## config.mk

```make
export PLATFORM = sky130hd
export DESIGN_NAME = fxp_alu_pipe
export DESIGN_NICKNAME = d
export VERILOG_FILES = /design/src/rtl/fxp_alu_pipe.sv
export SDC_FILE = /design/constraint.sdc
export NUM_CORES = 1
export LEC_CHECK = 0
export ABC_CLOCK_PERIOD_IN_PS = 7300
export BUFFER_PORTS_ARGS = -buffer_cell sky130_fd_sc_hd__buf_2
export CAP_MARGIN = 20
export CORE_MARGIN = 2
export CORE_UTILIZATION = 55
export CTS_CLUSTER_DIAMETER = 150
export CTS_CLUSTER_SIZE = 10
export DETAILED_ROUTE_END_ITERATION = 16
export GPL_TIMING_DRIVEN = 0
export HOLD_SLACK_MARGIN = 0.03
export PLACE_DENSITY_LB_ADDON = 0.25
export SETUP_SLACK_MARGIN = 0.05
export SKIP_CTS_REPAIR_TIMING = 1
export SYNTH_ARGS = -nofsm -noshare
export SYNTH_HDL_FRONTEND = slang
export SYNTH_SLANG_ARGS = --single-unit
```

## constraint.sdc

```tcl
create_clock -name clk -period 7.3 [get_ports clk]
set_input_delay 1.095 -clock clk [delete_from_list [all_inputs] [get_ports clk]]
set_output_delay 1.095 -clock clk [all_outputs]
set_load 0.01 [all_outputs]
```

## src/rtl/fxp_alu_pipe.sv

```systemverilog
// +----------------------------------------------------------------------------+
// | fxp_alu_pipe : two-stage signed fixed-point ALU with valid/ready handshake  |
// | Optional FXP_ALU_SAT_EN macro: clamp on overflow (otherwise wrap)           |
// | Revision: 1.0                                                               |
// +----------------------------------------------------------------------------+
`default_nettype none

module fxp_alu_pipe #(
  parameter int DATA_W = 16,
  parameter int FRAC_W = 10
) (
  input  logic              clk,
  input  logic              rst,
  input  logic              in_valid_i,
  output logic              in_ready_o,
  input  logic [2:0]        inst_i,
  input  logic [DATA_W-1:0] src_a_i,
  input  logic [DATA_W-1:0] src_b_i,
  output logic              out_valid_o,
  input  logic              out_ready_i,
  output logic [DATA_W-1:0] data_o,
  output logic              sat_o
);

  localparam int PROD_W = 2 * DATA_W;

  localparam logic [2:0] OP_ADD = 3'd0;
  localparam logic [2:0] OP_SUB = 3'd1;
  localparam logic [2:0] OP_MUL = 3'd2;
  localparam logic [2:0] OP_CLZ = 3'd3;
  localparam logic [2:0] OP_MIN = 3'd4;
  localparam logic [2:0] OP_MAX = 3'd5;
  localparam logic [2:0] OP_ABS = 3'd6;

  localparam logic [DATA_W-1:0] MAX_POS = {1'b0, {(DATA_W-1){1'b1}}};
  localparam logic [DATA_W-1:0] MIN_NEG = {1'b1, {(DATA_W-1){1'b0}}};
  localparam logic [FRAC_W-1:0] HALF    = FRAC_W'(1) << (FRAC_W - 1);

  logic                     adv;

  logic                     s1_valid_q, s1_valid_d;
  logic [2:0]               s1_op_q, s1_op_d;
  logic [DATA_W-1:0]        s1_a_q, s1_a_d;
  logic [DATA_W-1:0]        s1_b_q, s1_b_d;
  logic signed [PROD_W-1:0] s1_prod_q, s1_prod_d;

  logic                     out_valid_q, out_valid_d;
  logic [DATA_W-1:0]        data_q, data_d;
  logic                     sat_q, sat_d;

  logic signed [PROD_W-1:0] a_ext;
  logic signed [PROD_W-1:0] b_ext;
  logic [DATA_W:0]          addsub;
  logic signed [PROD_W-1:0] prod_shift;
  logic                     round_up;
  logic [PROD_W-1:0]        rounded;
  logic                     mul_fits;
  logic [DATA_W-1:0]        clz_cnt;
  logic [DATA_W-1:0]        res;
  logic                     res_sat;

  // Stage 1: capture operands and the full-precision product.
  always_comb begin
    adv        = !out_valid_q || out_ready_i;
    a_ext      = {{DATA_W{src_a_i[DATA_W-1]}}, src_a_i};
    b_ext      = {{DATA_W{src_b_i[DATA_W-1]}}, src_b_i};
    s1_valid_d = s1_valid_q;
    s1_op_d    = s1_op_q;
    s1_a_d     = s1_a_q;
    s1_b_d     = s1_b_q;
    s1_prod_d  = s1_prod_q;
    if (adv) begin
      s1_valid_d = in_valid_i;
      s1_op_d    = inst_i;
      s1_a_d     = src_a_i;
      s1_b_d     = src_b_i;
      s1_prod_d  = a_ext * b_ext;
    end
  end

  // Stage 2 datapath: round, saturate/wrap and select the result.
  always_comb begin
    if (s1_op_q == OP_SUB) begin
      addsub = {s1_a_q[DATA_W-1], s1_a_q} - {s1_b_q[DATA_W-1], s1_b_q};
    end else begin
      addsub = {s1_a_q[DATA_W-1], s1_a_q} + {s1_b_q[DATA_W-1], s1_b_q};
    end

    prod_shift = s1_prod_q >>> FRAC_W;
    round_up   = (s1_prod_q[FRAC_W-1:0] > HALF) ||
                 ((s1_prod_q[FRAC_W-1:0] == HALF) && prod_shift[0]);
    rounded    = prod_shift + PROD_W'(round_up);
    mul_fits   = (&rounded[PROD_W-1:DATA_W-1]) || (~|rounded[PROD_W-1:DATA_W-1]);

    // Highest set bit wins, so scan upwards and keep the last hit.
    clz_cnt = DATA_W'(DATA_W);
    for (int i = 0; i < DATA_W; i++) begin
      if (s1_a_q[i]) clz_cnt = DATA_W'(DATA_W - 1 - i);
    end

    res     = '0;
    res_sat = 1'b0;
    case (s1_op_q)
      OP_ADD, OP_SUB: begin
        res = addsub[DATA_W-1:0];
`ifdef FXP_ALU_SAT_EN
        if (addsub[DATA_W] != addsub[DATA_W-1]) begin
          res     = addsub[DATA_W] ? MIN_NEG : MAX_POS;
          res_sat = 1'b1;
        end
`endif
      end
      OP_MUL: begin
        res = rounded[DATA_W-1:0];
`ifdef FXP_ALU_SAT_EN
        if (!mul_fits) begin
          res     = s1_prod_q[PROD_W-1] ? MIN_NEG : MAX_POS;
          res_sat = 1'b1;
        end
`endif
      end
      OP_CLZ: res = clz_cnt;
      OP_MIN: res = ($signed(s1_b_q) < $signed(s1_a_q)) ? s1_b_q : s1_a_q;
      OP_MAX: res = ($signed(s1_b_q) > $signed(s1_a_q)) ? s1_b_q : s1_a_q;
      OP_ABS: begin
        res = s1_a_q[DATA_W-1] ? (~s1_a_q + 1'b1) : s1_a_q;
`ifdef FXP_ALU_SAT_EN
        if (s1_a_q == MIN_NEG) begin
          res     = MAX_POS;
          res_sat = 1'b1;
        end
`endif
      end
      default: begin
        res     = '0;
        res_sat = 1'b0;
      end
    endcase
  end

  // Stage 2 register control: bubbles leave the last result in place.
  always_comb begin
    out_valid_d = out_valid_q;
    data_d      = data_q;
    sat_d       = sat_q;
    if (adv) begin
      out_valid_d = s1_valid_q;
      if (s1_valid_q) begin
        data_d = res;
        sat_d  = res_sat;
      end
    end
  end

  always_ff @(posedge clk) begin
    if (rst) begin
      s1_valid_q  <= 1'b0;
      s1_op_q     <= '0;
      s1_a_q      <= '0;
      s1_b_q      <= '0;
      s1_prod_q   <= '0;
      out_valid_q <= 1'b0;
      data_q      <= '0;
      sat_q       <= 1'b0;
    end else begin
      s1_valid_q  <= s1_valid_d;
      s1_op_q     <= s1_op_d;
      s1_a_q      <= s1_a_d;
      s1_b_q      <= s1_b_d;
      s1_prod_q   <= s1_prod_d;
      out_valid_q <= out_valid_d;
      data_q      <= data_d;
      sat_q       <= sat_d;
    end
  end

  assign in_ready_o  = adv;
  assign out_valid_o = out_valid_q;
  assign data_o      = data_q;
  assign sat_o       = sat_q;

  // mul_fits only feeds the clamping path.
  logic unused_fits;
  assign unused_fits = mul_fits;

endmodule

`default_nettype wire

```

==> metrics.md <==
| Metric | Value |
|---|---|
| Vias per cell | 5.85 |
| Post-Syn Area | 14200 sq um |
| Worst path cell trace | buf_2 > buf_2 > nand2_1 > fa_1 > fa_1 > fa_1 > fa_1 > inv_1 > fa_1 > fa_1 > ha_1 > nand2_1 > o21a_1 > o21ai_0 > nor3_2 > o31ai_1 > nor4bb_1 > or3_1 > nand3_1 > a21oi_1 |
| Maximum resistive drop on vdd | 0.614 mV |
| Critical Path Sink Type | flip-flop |
| CP arrival | 7.16 ns |
| Die Y | 165 um |
| Per-cell routed wire length | 20.2 um |
| Max Root-Sink Buffers | 2 |
| Achievable Freq | 144 MHz |
| LEAKAGE | 7.19 nW |
| Unrepaired setup endpoints after global routing | false |
| Largest cells by area after synthesis | fa_1 (30%), dfxtp_1 (11%), ha_1 (9.8%) |
| Clock sink count | 79 |
| Initial Util | 56.1% |
| Sequential-to-total area share from yosys stat | 11.2% |
| DRT Wirelength | 43600 um |
| Crit-path most repeated cell | fa_1 |
| Period utilisation layout | 95.2% |
| Critical Path RT | 7.52 ns |
| Post-synth top area share | 29.8% |
| Final Hold Fails | 0 |
| CP Depth | 20 |
| Crit path kind | input port to flip-flop |
| CORE AREA | 25300 sq um |
| Root Driver | clkbuf_16 |
| Worst-path clk slew | 0.07 ns |
| Via Count | 12600 |
| Worst path top cell family by delay | adder cells |
| Post-layout min period | 6.95 ns |
| Min-Delay Path Class | flip-flop to flip-flop |
| Final hold slack | 0.455 ns |
| Rows | 58 |
| Fin. max-slew vios | 0 |
| Netlist cell types | 76 |
| First-pass GRT wire length | 70200 um |
| TritonCTS clock tree | yes |
| Number of max-cap violations | 0 |
| Port buffer count | 55 |
| Worst Skew | 0.0156 ns |
| TritonCTS buffer count | 9 |
| HPWL after detailed placement | 35700 um |
| Worst R2R End | data_o[12] |
| Mapped Avg Cell Area | 8.06 sq um |
| Synthesis-stage register bit count | 79 |
| Worst-Margin Slew | 0.825 ns |
| Total grt overflow | 0 |
| Worst-skew pair later-pin latency | 0.36 ns |
| Gr usage total | 34.4% |
| Slowest CP cell | fa_1 |
| Async SR Flop Fraction | 0% |
| Crit path launch | src_a_i[9] |
| Reg2Reg Depth | 14 |
| Status | finished, final reports clean |
| Max Fanout on Critical Path | 10 |
| HP Start | s1_prod_q[8] |
| Most common cell after layout, fill and taps aside | inv_1 |
| DR iter-0 viols | 1131 |
| # setup viols final | 0 |
| Pin count of the biggest net entering global routing | 16 |
| Post-DRT Antenna Nets | 0 |
| I/O pin cnt | 58 |
| Max-slew headroom | 44.8% |
| Reg2Reg Launch Point | s1_a_q[0] |
| Post-Synthesis Net Count | 2119 |
| PD cells | 489 nW/um^2 |
| Placer Congestion | 0.985 |
| Pre-Repair DR Iteration Count | 6 |
| Most frequent cells in the layout | inv_1 (297), nand2_1 (281), fa_1 (211) |
| DRC viols | 0 |
| Vias in the first global route | 12700 |
| Antenna violations before repair | 3 |
| Post-synth EDFFs | 0 |
| Element type at the critical path start | input port |
| Final #Nets | 2179 |
| R2r setup slk | 3.59 ns |
| Worst Path Buf+Inv | 3 |
| Die footprint | 27100 sq um |
| Fin util | 60.0% |
| Gate Count Post-Synth | 1758 |
| YS warnings | 0 |
| Area grow syn2layout | 6.95% |
| Fin Setup TNS | 0 ns |
| Critical path capture point | s1_prod_q[25] |
| Max H-tree Level | 3 |
| Post-synth top area cell | fa_1 |
| Share of layout cells above drive strength 1 | 6.09% |
| Main synth FF type | dfxtp_1 |
| Die W | 165 um |
| Critical Path Max Stage Delay | 0.58 ns |
-- layer usage --
metal  share of wire (%)  GRT usage [%]  routed length, um
met2                  45           54.8              19700
met5               0.030              0                 13
met1                  41           46.2              17800
met3                 9.7           7.76               4230
met4                 4.0           12.8               1750
-- power breakdown --
group          internal (mW)  total [mW]  switching, mW
sequential             0.541       0.612         0.0702
clock                  0.235       0.438          0.203
combinational           2.78        6.36           3.58
-- worst min path at each step --
| stage | end | slack, ns | cells past startpoint |
|---|---|---|---|
| finish | s1_prod_q[8] | 0.46 | 2 |
| floorplan | s1_prod_q[2] | 0.43 | 2 |
| detailed placement | data_o[8] | 0.44 | 2 |
| CTS | s1_prod_q[2] | 0.45 | 2 |
| global placement | data_o[8] | 0.43 | 2 |
| global route | s1_prod_q[0] | 0.48 | 2 |
-- cells in the mapped netlist (10+ instances only) --
cell / instances
xor2_1: 25
nor3_1: 15
dfxtp_1: 79
a21oi_1: 113
a31oi_1: 11
o21ai_0: 49
and2_1: 121
a211oi_1: 11
nand2_1: 281
and3_1: 10
nand3_1: 30
inv_1: 297
clkbuf_1: 71
nand2b_1: 10
xnor2_1: 48
ha_1: 111
mux2i_1: 13
or3_1: 10
fa_1: 211
nor2_1: 67
-- state kept, by name (all words and copies together) (netlist names) --
signal / cells
data_o: 16
out_valid_o: 1
s1_a_q: 16
s1_b_q: 16
s1_op_q: 3
s1_prod_q: 26
s1_valid_q: 1
-- per-stage QoR --
step	power, mW	std cells	worst slack (ns)	instance area [sq um]
2_1_floorplan	5.48	1758	0.830	14200
3_3_place_gp	6.72	2143	-0.225	14900
6_report	7.41	2154	0.354	15200
3_5_place_dp	6.84	2144	-0.273	14900
4_1_cts	7.32	2160	0.0771	15200
5_1_grt	8.32	2153	0.0492	15200
-- logic make-up (layout without fill, tap and decap cells) --
group,after synthesis,in the layout,share of synthesized area (%)
AND/OR/NAND/NOR,584,584,19.6
buffers and inverters,384,449,10.4
adder cells (fa/ha/maj),322,322,39.6
AO/OA/AOI/OAI,302,302,13.8
flip-flops,79,79,11.2
XOR/XNOR,73,73,4.51
multiplexers,13,13,0.918
other,1,2,0.0265
-- worst min-delay path: cells and delay by family, from the launching register on --
family / cells / cell delay [ns]
DFF: 1 / 0.31
and+or+nand+nor: 1 / 0.05
AOI/OAI and AO/OA: 1 / 0.05
-- area by class of cell --
| type | count | area, sq um |
|---|---|---|
| tap | 330 | 413 |
| multi-input combinational | 1295 | 11100 |
| sequential | 79 | 1580 |
| inverter | 299 | 1120 |
| antenna | 1 | 2.50 |
| clock buffer | 10 | 229 |
| clock inverter | 6 | 52.6 |
| buffer | 78 | 334 |
| fill | 2378 | 10100 |
| timing repair buffer | 56 | 283 |
Note: power is estimated with default switching activity, not from simulation.
